$ cat src/rtl/lp_ecc_collect_pkg.sv
// rtl/lp_ecc_collect_pkg.sv - error class encodings and beat classifier for the arrive collector
package lp_ecc_collect_pkg;

  localparam logic [1:0] ERR_NONE   = 2'b00;
  localparam logic [1:0] ERR_CORR   = 2'b01;
  localparam logic [1:0] ERR_UNCORR = 2'b11;

  // An uncorrectable flag dominates; err_detect alone means the decoder fixed the word.
  function automatic logic [1:0] classify(input logic err_detect, input logic err_multiple);
    if (err_multiple) begin
      return ERR_UNCORR;
    end
    if (err_detect) begin
      return ERR_CORR;
    end
    return ERR_NONE;
  endfunction

endpackage

$ cat src/rtl/lp_ecc_collect_fifo.sv
// rtl/lp_ecc_collect_fifo.sv - register FIFO holding captured arrive beats
module lp_ecc_collect_fifo #(
  parameter int WIDTH = 30,
  parameter int DEPTH = 4
) (
  input  logic                       clk,
  input  logic                       rst,
  input  logic                       i_push,
  input  logic [WIDTH-1:0]           i_data,
  input  logic                       i_pop,
  output logic [WIDTH-1:0]           o_data,
  output logic [$clog2(DEPTH):0]     o_count,
  output logic                       o_full,
  output logic                       o_empty
);

  localparam int AW = $clog2(DEPTH);
  localparam int CW = AW + 1;

  logic [WIDTH-1:0] r_mem [DEPTH];
  logic [AW-1:0]    r_wr_ptr;
  logic [AW-1:0]    r_rd_ptr;
  logic [CW-1:0]    r_count;
  logic             w_push;
  logic             w_pop;

  assign o_full  = (r_count == CW'(DEPTH));
  assign o_empty = (r_count == '0);
  assign o_count = r_count;
  assign o_data  = r_mem[r_rd_ptr];

  assign w_push = i_push & ~o_full;
  assign w_pop  = i_pop & ~o_empty;

  // Storage is cleared on reset so the head outputs read zero until the first capture.
  always_ff @(posedge clk or posedge rst) begin
    if (rst) begin
      for (int i = 0; i < DEPTH; i++) begin
        r_mem[i] <= '0;
      end
    end else if (w_push) begin
      r_mem[r_wr_ptr] <= i_data;
    end
  end

  always_ff @(posedge clk or posedge rst) begin
    if (rst) begin
      r_wr_ptr <= '0;
      r_rd_ptr <= '0;
      r_count  <= '0;
    end else begin
      if (w_push) begin
        r_wr_ptr <= r_wr_ptr + AW'(1);
      end
      if (w_pop) begin
        r_rd_ptr <= r_rd_ptr + AW'(1);
      end
      case ({w_push, w_pop})
        2'b10:   r_count <= r_count + CW'(1);
        2'b01:   r_count <= r_count - CW'(1);
        default: r_count <= r_count;
      endcase
    end
  end

endmodule

$ cat src/rtl/lp_ecc_arrive_collector.sv
// rtl/lp_ecc_arrive_collector.sv - captures ECC arrive beats, classifies them, keeps error stats
module lp_ecc_arrive_collector
  import lp_ecc_collect_pkg::*;
#(
  parameter int DATA_WIDTH = 27,
  parameter int CHK_WIDTH  = 7,
  parameter int ID_WIDTH   = 1,
  parameter int DEPTH      = 4,
  parameter int CNT_WIDTH  = 16
) (
  input  logic                  clk,
  input  logic                  rst,
  input  logic                  arrive,
  input  logic [ID_WIDTH-1:0]   arrive_id,
  input  logic [DATA_WIDTH-1:0] datain,
  input  logic                  err_detect,
  input  logic                  err_multiple,
  input  logic [CHK_WIDTH-1:0]  syndin,
  output logic                  accept_n,
  output logic                  out_valid,
  input  logic                  out_ready,
  output logic [DATA_WIDTH-1:0] out_data,
  output logic [ID_WIDTH-1:0]   out_id,
  output logic [1:0]            out_err,
  input  logic                  clr_stats,
  output logic [CNT_WIDTH-1:0]  corr_cnt,
  output logic [CNT_WIDTH-1:0]  uncorr_cnt,
  output logic [CHK_WIDTH-1:0]  last_bad_synd,
  output logic [ID_WIDTH-1:0]   last_bad_id,
  output logic                  id_err,
  output logic                  err_irq
);

  localparam int EW = DATA_WIDTH + ID_WIDTH + 2;
  localparam int CW = $clog2(DEPTH) + 1;

  logic [1:0]           w_class;
  logic                 w_push;
  logic                 w_pop;
  logic [EW-1:0]        w_rd_entry;
  logic [CW-1:0]        w_count;
  logic                 w_full;
  logic                 w_empty;

  logic [CNT_WIDTH-1:0] r_corr_cnt;
  logic [CNT_WIDTH-1:0] r_uncorr_cnt;
  logic [CHK_WIDTH-1:0] r_last_bad_synd;
  logic [ID_WIDTH-1:0]  r_last_bad_id;
  logic                 r_id_err;
  logic                 r_err_irq;
  logic [ID_WIDTH-1:0]  r_exp_id;

  logic [CNT_WIDTH-1:0] w_corr_base;
  logic [CNT_WIDTH-1:0] w_uncorr_base;
  logic [CNT_WIDTH-1:0] w_corr_nxt;
  logic [CNT_WIDTH-1:0] w_uncorr_nxt;
  logic                 w_id_err_nxt;
  logic                 w_err_irq_nxt;

  assign w_class = classify(err_detect, err_multiple);

  // accept_n comes only from the registered occupancy so the pipe never sees out_ready.
  assign accept_n  = (w_count == CW'(DEPTH));
  assign w_push    = arrive & ~w_full;
  assign out_valid = ~w_empty;
  assign w_pop     = out_valid & out_ready;

  lp_ecc_collect_fifo #(
    .WIDTH (EW),
    .DEPTH (DEPTH)
  ) u_fifo (
    .clk     (clk),
    .rst     (rst),
    .i_push  (w_push),
    .i_data  ({arrive_id, w_class, datain}),
    .i_pop   (w_pop),
    .o_data  (w_rd_entry),
    .o_count (w_count),
    .o_full  (w_full),
    .o_empty (w_empty)
  );

  assign {out_id, out_err, out_data} = w_rd_entry;

  // A clear in the same cycle as a capture is applied first, then the captured beat counts.
  always_comb begin
    w_corr_base   = clr_stats ? '0 : r_corr_cnt;
    w_uncorr_base = clr_stats ? '0 : r_uncorr_cnt;
    w_corr_nxt    = w_corr_base;
    w_uncorr_nxt  = w_uncorr_base;
    w_id_err_nxt  = clr_stats ? 1'b0 : r_id_err;
    w_err_irq_nxt = clr_stats ? 1'b0 : r_err_irq;
    if (w_push) begin
      if (w_class == ERR_CORR && w_corr_base != '1) begin
        w_corr_nxt = w_corr_base + CNT_WIDTH'(1);
      end
      if (w_class == ERR_UNCORR) begin
        w_err_irq_nxt = 1'b1;
        if (w_uncorr_base != '1) begin
          w_uncorr_nxt = w_uncorr_base + CNT_WIDTH'(1);
        end
      end
      if (arrive_id != r_exp_id) begin
        w_id_err_nxt = 1'b1;
      end
    end
  end

  always_ff @(posedge clk or posedge rst) begin
    if (rst) begin
      r_corr_cnt      <= '0;
      r_uncorr_cnt    <= '0;
      r_last_bad_synd <= '0;
      r_last_bad_id   <= '0;
      r_id_err        <= 1'b0;
      r_err_irq       <= 1'b0;
      r_exp_id        <= '0;
    end else begin
      r_corr_cnt   <= w_corr_nxt;
      r_uncorr_cnt <= w_uncorr_nxt;
      r_id_err     <= w_id_err_nxt;
      r_err_irq    <= w_err_irq_nxt;
      if (w_push) begin
        r_exp_id <= arrive_id + ID_WIDTH'(1);
        if (w_class == ERR_UNCORR) begin
          r_last_bad_synd <= syndin;
          r_last_bad_id   <= arrive_id;
        end
      end
    end
  end

  assign corr_cnt      = r_corr_cnt;
  assign uncorr_cnt    = r_uncorr_cnt;
  assign last_bad_synd = r_last_bad_synd;
  assign last_bad_id   = r_last_bad_id;
  assign id_err        = r_id_err;
  assign err_irq       = r_err_irq;

endmodule
$ cat config.mk
export PLATFORM = sky130hd
export DESIGN_NAME = lp_ecc_arrive_collector
export DESIGN_NICKNAME = d
export VERILOG_FILES = /design/src/rtl/lp_ecc_collect_pkg.sv /design/src/rtl/lp_ecc_collect_fifo.sv /design/src/rtl/lp_ecc_arrive_collector.sv
export SDC_FILE = /design/constraint.sdc
export NUM_CORES = 1
export LEC_CHECK = 0
export BUFFER_PORTS_ARGS = -buffer_cell sky130_fd_sc_hd__buf_4
export CORE_AREA = 2 2 127 129
export DETAILED_ROUTE_END_ITERATION = 7
export DIE_AREA = 0 0 129 131
export PLACE_DENSITY = 0.74
export SLEW_MARGIN = 20
export SYNTH_ARGS = -nofsm -noshare
export SYNTH_HDL_FRONTEND = slang
export SYNTH_HIERARCHICAL = 1
export SYNTH_SLANG_ARGS = --single-unit
$ cat constraint.sdc
create_clock -name clk -period 4.1 [get_ports clk]
set_input_delay 0.615 -clock clk [delete_from_list [all_inputs] [get_ports clk]]
set_output_delay 0.615 -clock clk [all_outputs]
set_load 0.02 [all_outputs]
==> results of run 1 <==
-- cells in the mapped netlist (2+ instances only) --
master | number | share of area [%]
clkbuf_1 | 7 | 0.33
buf_2 | 5 | 0.32
a31oi_1 | 2 | 0.16
xnor2_1 | 20 | 2.2
nand3_1 | 9 | 0.57
inv_1 | 16 | 0.76
mux2_2 | 122 | 17
nand4_1 | 9 | 0.71
buf_1 | 2 | 0.095
buf_6 | 13 | 1.9
xor2_1 | 7 | 0.78
dfrtp_1 | 170 | 54
and3_1 | 5 | 0.40
nor2_1 | 23 | 1.1
nor3_1 | 6 | 0.38
and4_1 | 6 | 0.67
and3b_1 | 3 | 0.33
mux4_2 | 30 | 8.6
o21ai_0 | 3 | 0.19
a211oi_1 | 3 | 0.29
a21oi_1 | 15 | 0.95
ha_1 | 6 | 0.95
nor2b_1 | 10 | 0.79
nand2_1 | 41 | 2.0
nand2b_1 | 4 | 0.32
-- layout by cell type (no fill, tap or decap), drive strengths merged, types with 5 or more instances in the layout --
cell type and n:
a21oi 15, and3 5, and4 7, buf 121, clkbuf 20, dfrtp 170
ha 6, inv 20, mux2 124, mux4 30, nand2 41, nand2b 5
nand3 10, nand4 9, nor2 23, nor2b 10, nor3 7, xnor2 20
xor2 7
-- final cells by class --
class | instances | area share, %
clock buffers | 20 | 4.705
clock inverters | 12 | 1.727
inverters | 16 | 0.6590
multi-input cells | 349 | 35.67
flip-flops and latches | 170 | 44.83
well taps | 216 | 2.847
repair buffers | 121 | 9.569
-- through the flow --
step           worst slack (ps)  cell area, um2  instances  total power [mW]
2_1_floorplan             100.7            7883        563             4.898
3_3_place_gp               1513            8882        872             5.737
3_5_place_dp               1368            8882        872             5.900
4_1_cts                    1123            9493        904             7.568
5_1_grt                    1016            9493        904             7.908
6_report                   1184            9493        904             7.486
-- critical path: cells and delay by family (launching register included) --
kind                   cells  cell delay (ps)
DFF                        1              600
muxes                      1              590
buffers and inverters      2              660
-- logic make-up (layout without fill, tap and decap cells) --
kind of cell | Yosys count | in the layout | share of synthesized area, %
flops | 170 | 170 | 53.97
mux | 155 | 155 | 26.46
simple gates | 131 | 131 | 9.572
buf+inv | 44 | 169 | 3.460
compound gates | 29 | 29 | 2.333
xor+xnor | 27 | 27 | 3.000
fa+ha+maj | 7 | 7 | 1.206
-- metal layers --
layer,wire length [um],track usage (%)
met1,7141,26.28
met2,8360,34.98
met3,835,5.049
met4,234,6.841
met5,0,0
-- report_power, final --
part	internal (mW)	total, mW	switching [mW]	leakage [nW]
Combinational	1.66	3.04	1.38	1.85
Sequential	2.37	2.80	0.435	2.08
Clock	0.985	1.64	0.659	0.295
-- state kept, by name (all words and copies together), names as in the netlist --
name             cells
id_err               1
last_bad_id          1
err_irq              1
corr_cnt            16
u_fifo/r_wr_ptr      2
u_fifo/r_rd_ptr      2
last_bad_synd        7
u_fifo/o_count       3
r_exp_id             1
u_fifo/r_mem       120
uncorr_cnt          16
-- how the worst max path moves through the flow --
stage                       start                end  slack, ps  cells past startpoint
6_report       u_fifo/r_rd_ptr[0]         out_err[1]       1180                      3
5_1_grt        u_fifo/r_rd_ptr[0]        out_data[9]       1020                      3
4_1_cts        u_fifo/r_rd_ptr[0]        out_data[9]       1120                      3
3_5_place_dp    u_fifo/o_count[0]  u_fifo/o_count[2]       1370                     10
3_3_place_gp    u_fifo/o_count[0]  u_fifo/o_count[2]       1510                     10
2_1_floorplan                 rst  u_fifo/o_count[0]        100                      1
==> impl_metrics.ini, run 1 <==
[outcome]
outcome = finished, final reports clean

[setup_path]
r2r_end = u_fifo/o_count[2]
crit_fanout = 21
end_kind = primary output
slowest_delay_ps = 600
crit_path_cell_trace = buf_4, mux4_2, buf_4
required_ps = 3480
reg2reg_slack_ps = 1370
r2r_cells = 10
arrival_ps = 2300
regToRegStartpoint = u_fifo/o_count[0]
path_class = flip-flop to primary output
startpoint_type = flip-flop
crit_top_cell = buf_4
crit_path_top_delay_cell = dfrtp_2

[drt]
firstDrtPassIters = 4
drtIter0Drc = 217
drc_errors = 0
routedWlPerCell_um = 18.33
drt.antenna.violating_nets = 0
vias = 4898
viasPerCell = 5.418
wirelength_um = 16570

[hold_path]
hold_path_class = input pin to asynchronous set/reset pin

[finish]
drive_above_1_share_pct = 46.51
final_nets = 724
seq_area_um2 = 4255
num_antenna_cells = 0
nFillCells = 1178
multi_input_area_um2 = 3386
syn_to_final_growth_pct = 20.43
utilization_pct = 60.86

[timing]
fin_crit_sh_pct = 71.12
fin_skew_ps = 8.020
drv_slew = 0
setup_viol = 0
fmax_mhz = 342.9
relSlewSlack_pct = 26.44
finalSetupTns_ps = 0
hold_viol_final = 0
worst_slew_pin_slew_ps = 1101
fin_crit_ps = 2916
rsz0062_at_grt = false
whs_ps = 364.3

[synthesis]
async_flop_share_pct = 100.0
synth-main-ff-cell = dfrtp_1
syn_nets = 612
ys_ff_latch = 170
synth_edf_count = 0
yosysUniqueCellTypes = 51
netlist_area_um2 = 7883
syn_avg_cell_area_um2 = 14.00
ys_seq_area_share_pct = 53.97
synthCells = 563
ys_warn_count = 6

[floorplan]
die_y_um = 131
coreArea_um2 = 15600
initial_core_util_pct = 50.54
die_x_um = 129
row_count = 46
boundaryPins = 116
die-area_um2 = 16900

[grt]
grt_max_degree = 80
antenna_found_initial = 0
grt_pass1_wl_um = 26830
grt-ovfl-total = 0
grt_pass1_vias = 5210
grtUsageTotal_pct = 20.63

[placement]
finalWeightedCongestion = 0.7881
io_buffers = 115
hpwl_um = 10980

[clock_tree]
clock_sinks = 170
clk_latency_ps = 420
cts_buffers = 17
clk_pin_slew_ps = 60
cts-root-buf = clkbuf_16
cts_resized = 0
cts_htree_levels = 4
cts.path.max_buffers = 2
cts_hold_buf = 0
post-cts-setup-buffers = 0
cts_tree = done

[pwr]
vdd_drop_max_uv = 448.7
power.leakage_nw = 4.223
powerDensity_nw_per_um2 = 788.5

[job]
drv_cap = 0
No activity file was read; power rests on OpenSTA's default activity.
==> run 2: changes to the inputs <==
ABC_AREA = 1   (was default)
CORE_AREA = 2 2 135 137   (was 2 2 127 129)
DIE_AREA = 0 0 137 139   (was 0 0 129 131)
clock period = 2.5 ns   (was 4.1 ns; I/O delays follow)
==> run 2 against run 1 <==
Global-route usage rose by 4.5 points. Clock skew increased by 4.8 ps. Critical path depth increased by 3.
==> impl_metrics.ini, run 2 <==
[synthesis]
yosysUniqueCellTypes = 33
synth_adder_area_share_pct = 1.045
synthCells = 1157
synth-main-ff-cell = dfrtp_1
ys_warn_count = 6
yosysTopAreaCellShare_pct = 46.74
synthSimpleGateAreaFrac_pct = 36.46
syn_avg_cell_area_um2 = 7.866
synth_top_family_by_area = simple AND/OR/NAND/NOR gates
synth.area.top_cells = dfrtp_1 47%, nand2_1 14%, nand4_1 8.9%, nor2_1 5.4%, nand2_2 3.2%
syn_nets = 1206
synth_edf_count = 0
async_flop_share_pct = 100.0
ys_seq_area_share_pct = 46.74
synth_common_cells = 337 x nand2_1, 170 x dfrtp_1, 130 x nor2_1
synth_most_common_cell = nand2_1
synth_compound_area_share_pct = 6.063
netlist_area_um2 = 9101
ys_ff_latch = 170
muxShareOfSynthArea_pct = 0
yosysTopAreaCell = dfrtp_1
synth_xor_xnor_area_share_pct = 0.5774

[finish]
largest_reg_flops = 120
num_antenna_cells = 0
final_common_cell = nand2_1
final_nets = 1290
regMostFlops = u_fifo/r_mem
layout_common_cells = 337 x nand2_1, 169 x dfrtp_1, 139 x buf_4
syn_to_final_growth_pct = 16.44
drive_above_1_share_pct = 20.69

[clock_tree]
post-cts-setup-buffers = 0
clk_pin_slew_ps = 60
clk_latency_ps = 430
cts-root-buf = clkbuf_16
cts_buffers = 17
cts_htree_levels = 4
clock_sinks = 170
cts.path.max_buffers = 2
cts_resized = 0
cts_tree = done
cts_hold_buf = 0

[pwr]
p_sw_mw = 5.457
vdd_drop_max_uv = 759.3
power.share.clock_pct = 20.0
swShare_pct = 42.29
seqPwrFrac_pct = 33.9
power.internal_mw = 7.445
power.leakage_nw = 5.439
power.total_mw = 12.90
powerDensity_nw_per_um2 = 1217
pwr-share-comb_pct = 46.0

[setup_path]
crit_path_top_delay_cell = buf_4
path_buf_inv = 2
cp_top_family = buffers and inverters
startpoint_type = flip-flop
required_ps = 2120
crit_end = out_data[16]
crit_fanout = 43
path_class = flip-flop to primary output
reg2reg_slack_ps = 380
cp.depth = 6
crit_path_cell_trace = buf_4, nor2_1, nor2_1, o21ai_0, o21ai_1, buf_4
r2r_cells = 13
regToRegStartpoint = u_fifo/o_count[2]
critPathLaunch = u_fifo/r_rd_ptr[0]
arrival_ps = 1860
end_kind = primary output
slowest_delay_ps = 460
r2r_end = u_fifo/o_count[2]

[drt]
drtIter0Drc = 655
drt.antenna.violating_nets = 0
routedWlPerCell_um = 15.70
drc_errors = 0
wirelength_um = 23250
vias = 8111
viasPerCell = 5.477
firstDrtPassIters = 5

[floorplan]
coreArea_um2 = 17660
die_y_um = 139
die_x_um = 137
initial_core_util_pct = 51.54
die-area_um2 = 19040
boundaryPins = 116
row_count = 49

[timing]
fin_crit_sh_pct = 89.53
rsz0062_at_grt = false
fmax_mhz = 446.8
drv_slew = 0
hold_viol_final = 0
worst_slew_pin_slew_ps = 923.9
fin_crit_ps = 2238
fin_skew_ps = 12.86
relSlewSlack_pct = 38.02
finalSetupTns_ps = 0
setup_viol = 0

[grt]
antenna_found_initial = 0
grtUsageTotal_pct = 25.11
grt_pass1_vias = 7657
grt_pass1_wl_um = 38090
grt_max_degree = 70
grt-ovfl-total = 0

[placement]
io_buffers = 115
finalWeightedCongestion = 0.8285
hpwl_um = 14530

[job]
drv_cap = 0

[hold_path]
hold_path_class = input pin to asynchronous set/reset pin

[outcome]
outcome = finished, final reports clean
==> run 2: changes by cell type in the layout (fill, tap and decap cells not counted), moves of 46 or more <==
| cell | delta |
|---|---|
| mux2_2 | -122 |
| inv_1 | +61 |
| nand2_2 | +46 |
| o21ai_0 | +48 |
| nand2_1 | +296 |
| nand4_1 | +120 |
| o21ai_1 | +52 |
| nor2_1 | +111 |
==> run 2: cells by family (layout without fill, tap and decap cells) <==
group / count (synthesis) / count (layout)
AO/OA/AOI/OAI: 108 / 108
AND/OR/NAND/NOR: 703 / 703
XOR/XNOR: 6 / 6
flip-flops: 170 / 170
adder cells (fa/ha/maj): 7 / 7
buffers and inverters: 163 / 258
==> run 2: power by group through the flow <==
stage          clock (mW)  combinational, mW  sequential (mW)
5_1_grt              2.75               6.56             4.49
2_1_floorplan           0               4.05             4.34
3_5_place_dp            0               5.94             4.40
3_3_place_gp            0               5.83             4.36
4_1_cts              2.64               5.96             4.37
6_report             2.58               5.94             4.38
==> run 2: worst min-delay path by stage <==
| stage | cells after the start | end | start | slack, ps |
|---|---|---|---|---|
| 3_5_place_dp | 2 | u_fifo/r_mem[88] | u_fifo/r_mem[88] | 450 |
| 4_1_cts | 2 | u_fifo/r_mem[115] | rst | 60 |
| 6_report | 2 | u_fifo/r_mem[115] | rst | 60 |
| 5_1_grt | 2 | u_fifo/r_mem[115] | rst | 90 |
| 3_3_place_gp | 2 | u_fifo/r_mem[17] | u_fifo/r_mem[17] | 450 |
| 2_1_floorplan | 2 | u_fifo/r_mem[1] | u_fifo/r_mem[1] | 440 |
==> run 2: per-layer routing <==
layer | GRT usage, % | part of all wire [%] | up-vias
met3 | 5.227 | 7.2 | 26
li1 | - | - | 3934
met4 | 7.705 | 1.3 | 0
met5 | 0 | 0 | -
met1 | 33.99 | 43 | 3842
met2 | 40.51 | 48 | 309
==> run 2: stage by stage <==
stage	std cells	util (%)	hold slack [ps]	area [um2]	setup slack (ps)
after floorplan	1157	-	436.6	9105	153.5
after global placement	1451	56.82	447.8	10030	379.9
after detailed placement	1451	56.82	453.0	10030	317.6
after CTS	1481	60.02	61.73	10600	248.5
after global routing	1481	60.02	85.57	10600	150.4
final	1481	60.02	59.62	10600	261.7
==> run 2: final cells by class <==
cell class / instances / area [um2]
fillers: 1610 / 7059
clock inverters: 9 / 125.1
inverters: 84 / 324.1
multi-input cells: 824 / 4023
well taps: 229 / 286.5
clock buffers: 21 / 440.4
repair buffers: 144 / 1144
flip-flops and latches: 170 / 4255
==> run 3: changes to the inputs <==
==> constraint.sdc (replaced) <==
create_clock -name clk -period 2.5 [get_ports clk]
set_input_delay 0.75 -clock clk [delete_from_list [all_inputs] [get_ports clk]]
set_output_delay 0.75 -clock clk [all_outputs]
set_load 0.02 [all_outputs]
==> run 3 against run 2 <==
Count of clock-buffer cells in the layout did not move. Highest routed layer unchanged. Critical path depth did not move. Core utilization rose by 0.57 points. First-iteration DRC count fell by 4.9%. Cell count barely moved. Critical path type unchanged. Cell area rose by 0.94%. Sequential power barely moved.
==> impl_metrics.ini, run 3 (same netlist as run 2, synthesis figures left out) <==
[timing]
fin_skew_ps = 11.80
whs_ps = 237.7
rsz0062_at_grt = true
fin_crit_sh_pct = 98.56
fmax_mhz = 405.9
drv_slew = 0
fin_crit_ps = 2464
hold_viol_final = 0
worst_slew_pin_slew_ps = 831.5
relSlewSlack_pct = 44.57
setup_viol = 0

[floorplan]
boundaryPins = 116
die_y_um = 139
coreArea_um2 = 17660
initial_core_util_pct = 51.54
row_count = 49
die_x_um = 137
die-area_um2 = 19040

[hold_path]
hold_path_class = input pin to asynchronous set/reset pin

[drt]
drt.antenna.violating_nets = 0
wl_met3_um = 1534
wl_met1_um = 10150
viasPerCell = 5.472
drtIter0Drc = 623
wirelength_um = 23400
vias = 8110
firstDrtPassIters = 5
highest_layer = met4
routedWlPerCell_um = 15.79
drc_errors = 0
wl_met2_um = 11250

[finish]
syn_to_final_growth_pct = 17.54
largest_reg_flops = 120
layout_common_cells = 337 x nand2_1, 169 x dfrtp_1, 132 x buf_4
utilization_pct = 60.59
final_common_cell = nand2_1
final_nets = 1289
nFillCells = 1590
multi_input_area_um2 = 4023
seq_area_um2 = 4255
drive_above_1_share_pct = 20.91
regMostFlops = u_fifo/r_mem
num_antenna_cells = 0

[pwr]
seqPwrFrac_pct = 33.5
vdd_drop_max_uv = 893.3
powerDensity_nw_per_um2 = 1228
power.share.clock_pct = 20.6
pwr-share-comb_pct = 45.9
swShare_pct = 42.24
p_sw_mw = 5.550
power.leakage_nw = 5.484
power.internal_mw = 7.589

[setup_path]
r2r_cells = 6
end_kind = primary output
startpoint_type = flip-flop
r2r_end = u_fifo/r_mem[87]
reg2reg_slack_ps = 320
crit_fanout = 31
path_class = flip-flop to primary output
arrival_ps = 1710
required_ps = 1750
regToRegStartpoint = u_fifo/o_count[1]

[clock_tree]
clock_sinks = 170
cts_hold_buf = 0
cts.path.max_buffers = 2
clk_pin_slew_ps = 60
cts_buffers = 17
cts-root-buf = clkbuf_16
post-cts-setup-buffers = 0
cts_htree_levels = 4
clk_latency_ps = 430
cts_tree = done

[grt]
grt_max_degree = 122
grtUsageTotal_pct = 25.44
grt_pass1_wl_um = 38650
grt_pass1_vias = 7766
antenna_found_initial = 0
grt-ovfl-total = 0

[outcome]
outcome = finished, final reports clean

[job]
drv_cap = 0

[placement]
io_buffers = 115
hpwl_um = 14560
finalWeightedCongestion = 0.8364
-- run 3: cell count changes in the layout (fill, tap and decap cells not counted), sizes merged --
cell	change
clkbuf	+1
inv	+1
buf	-2
clkinv	+1
-- run 3: final cells by class --
cell class	count	share of cell area (%)
clock inverters	11	1.333
well taps	229	2.678
repair buffers	143	11.20
clock buffers	21	4.304
flip-flops and latches	170	39.78
multi-input cells	824	37.60
inverters	84	3.099
-- run 3: worst max path at each step --
| stage | start | to | slack, ps | cells past startpoint |
|---|---|---|---|---|
| after global placement | clr_stats | corr_cnt[9] | 140 | 12 |
| after detailed placement | clr_stats | corr_cnt[4] | 90 | 12 |
| after global routing | u_fifo/r_rd_ptr[0] | out_id | -60 | 6 |
| after floorplan | clr_stats | corr_cnt[6] | 70 | 14 |
| after CTS | u_fifo/r_rd_ptr[0] | out_err[1] | 3 | 6 |
| final | u_fifo/r_rd_ptr[0] | out_id | 40 | 6 |
-- run 3: power groups by stage --
stage / sequential [mW] / combinational (mW) / clock, mW
after detailed placement: 4.40 / 5.96 / 0
after CTS: 4.37 / 5.99 / 2.74
after global placement: 4.37 / 5.85 / 0
final: 4.40 / 6.03 / 2.71
after global routing: 4.52 / 6.66 / 2.86
after floorplan: 4.34 / 4.05 / 0
-- run 3: critical path: stages (launching register included) --
cell and delay (ps):
dfrtp_2 460, buf_12 220, nor2_1 70, nor2_1 90
o21ai_0 90, o21ai_1 150, buf_4 190
-- run 3: metal layers --
layer | vias up | GRT usage (%)
li1 | 3934 | -
met1 | 3863 | 34.58
met2 | 282 | 40.25
met3 | 31 | 5.336
met4 | 0 | 9.061
met5 | - | 0
-- run 3: what timing repair did --
item                       4_1_cts  5_1_grt
gates cloned                     0        1
resized for setup                2        5
setup endpoints to repair       21       26
-- run 3: stage by stage --
stage	setup TNS (ps)	area (um2)	power [mW]	instances	setup slack, ps
floorplan	0	9105	8.390	1157	72.13
global placement	0	10050	10.22	1449	135.9
detailed placement	0	10050	10.36	1449	86.78
CTS	0	10660	13.11	1481	2.952
global route	-105.4	10700	14.04	1482	-60.39
finish	0	10700	13.14	1482	36.11
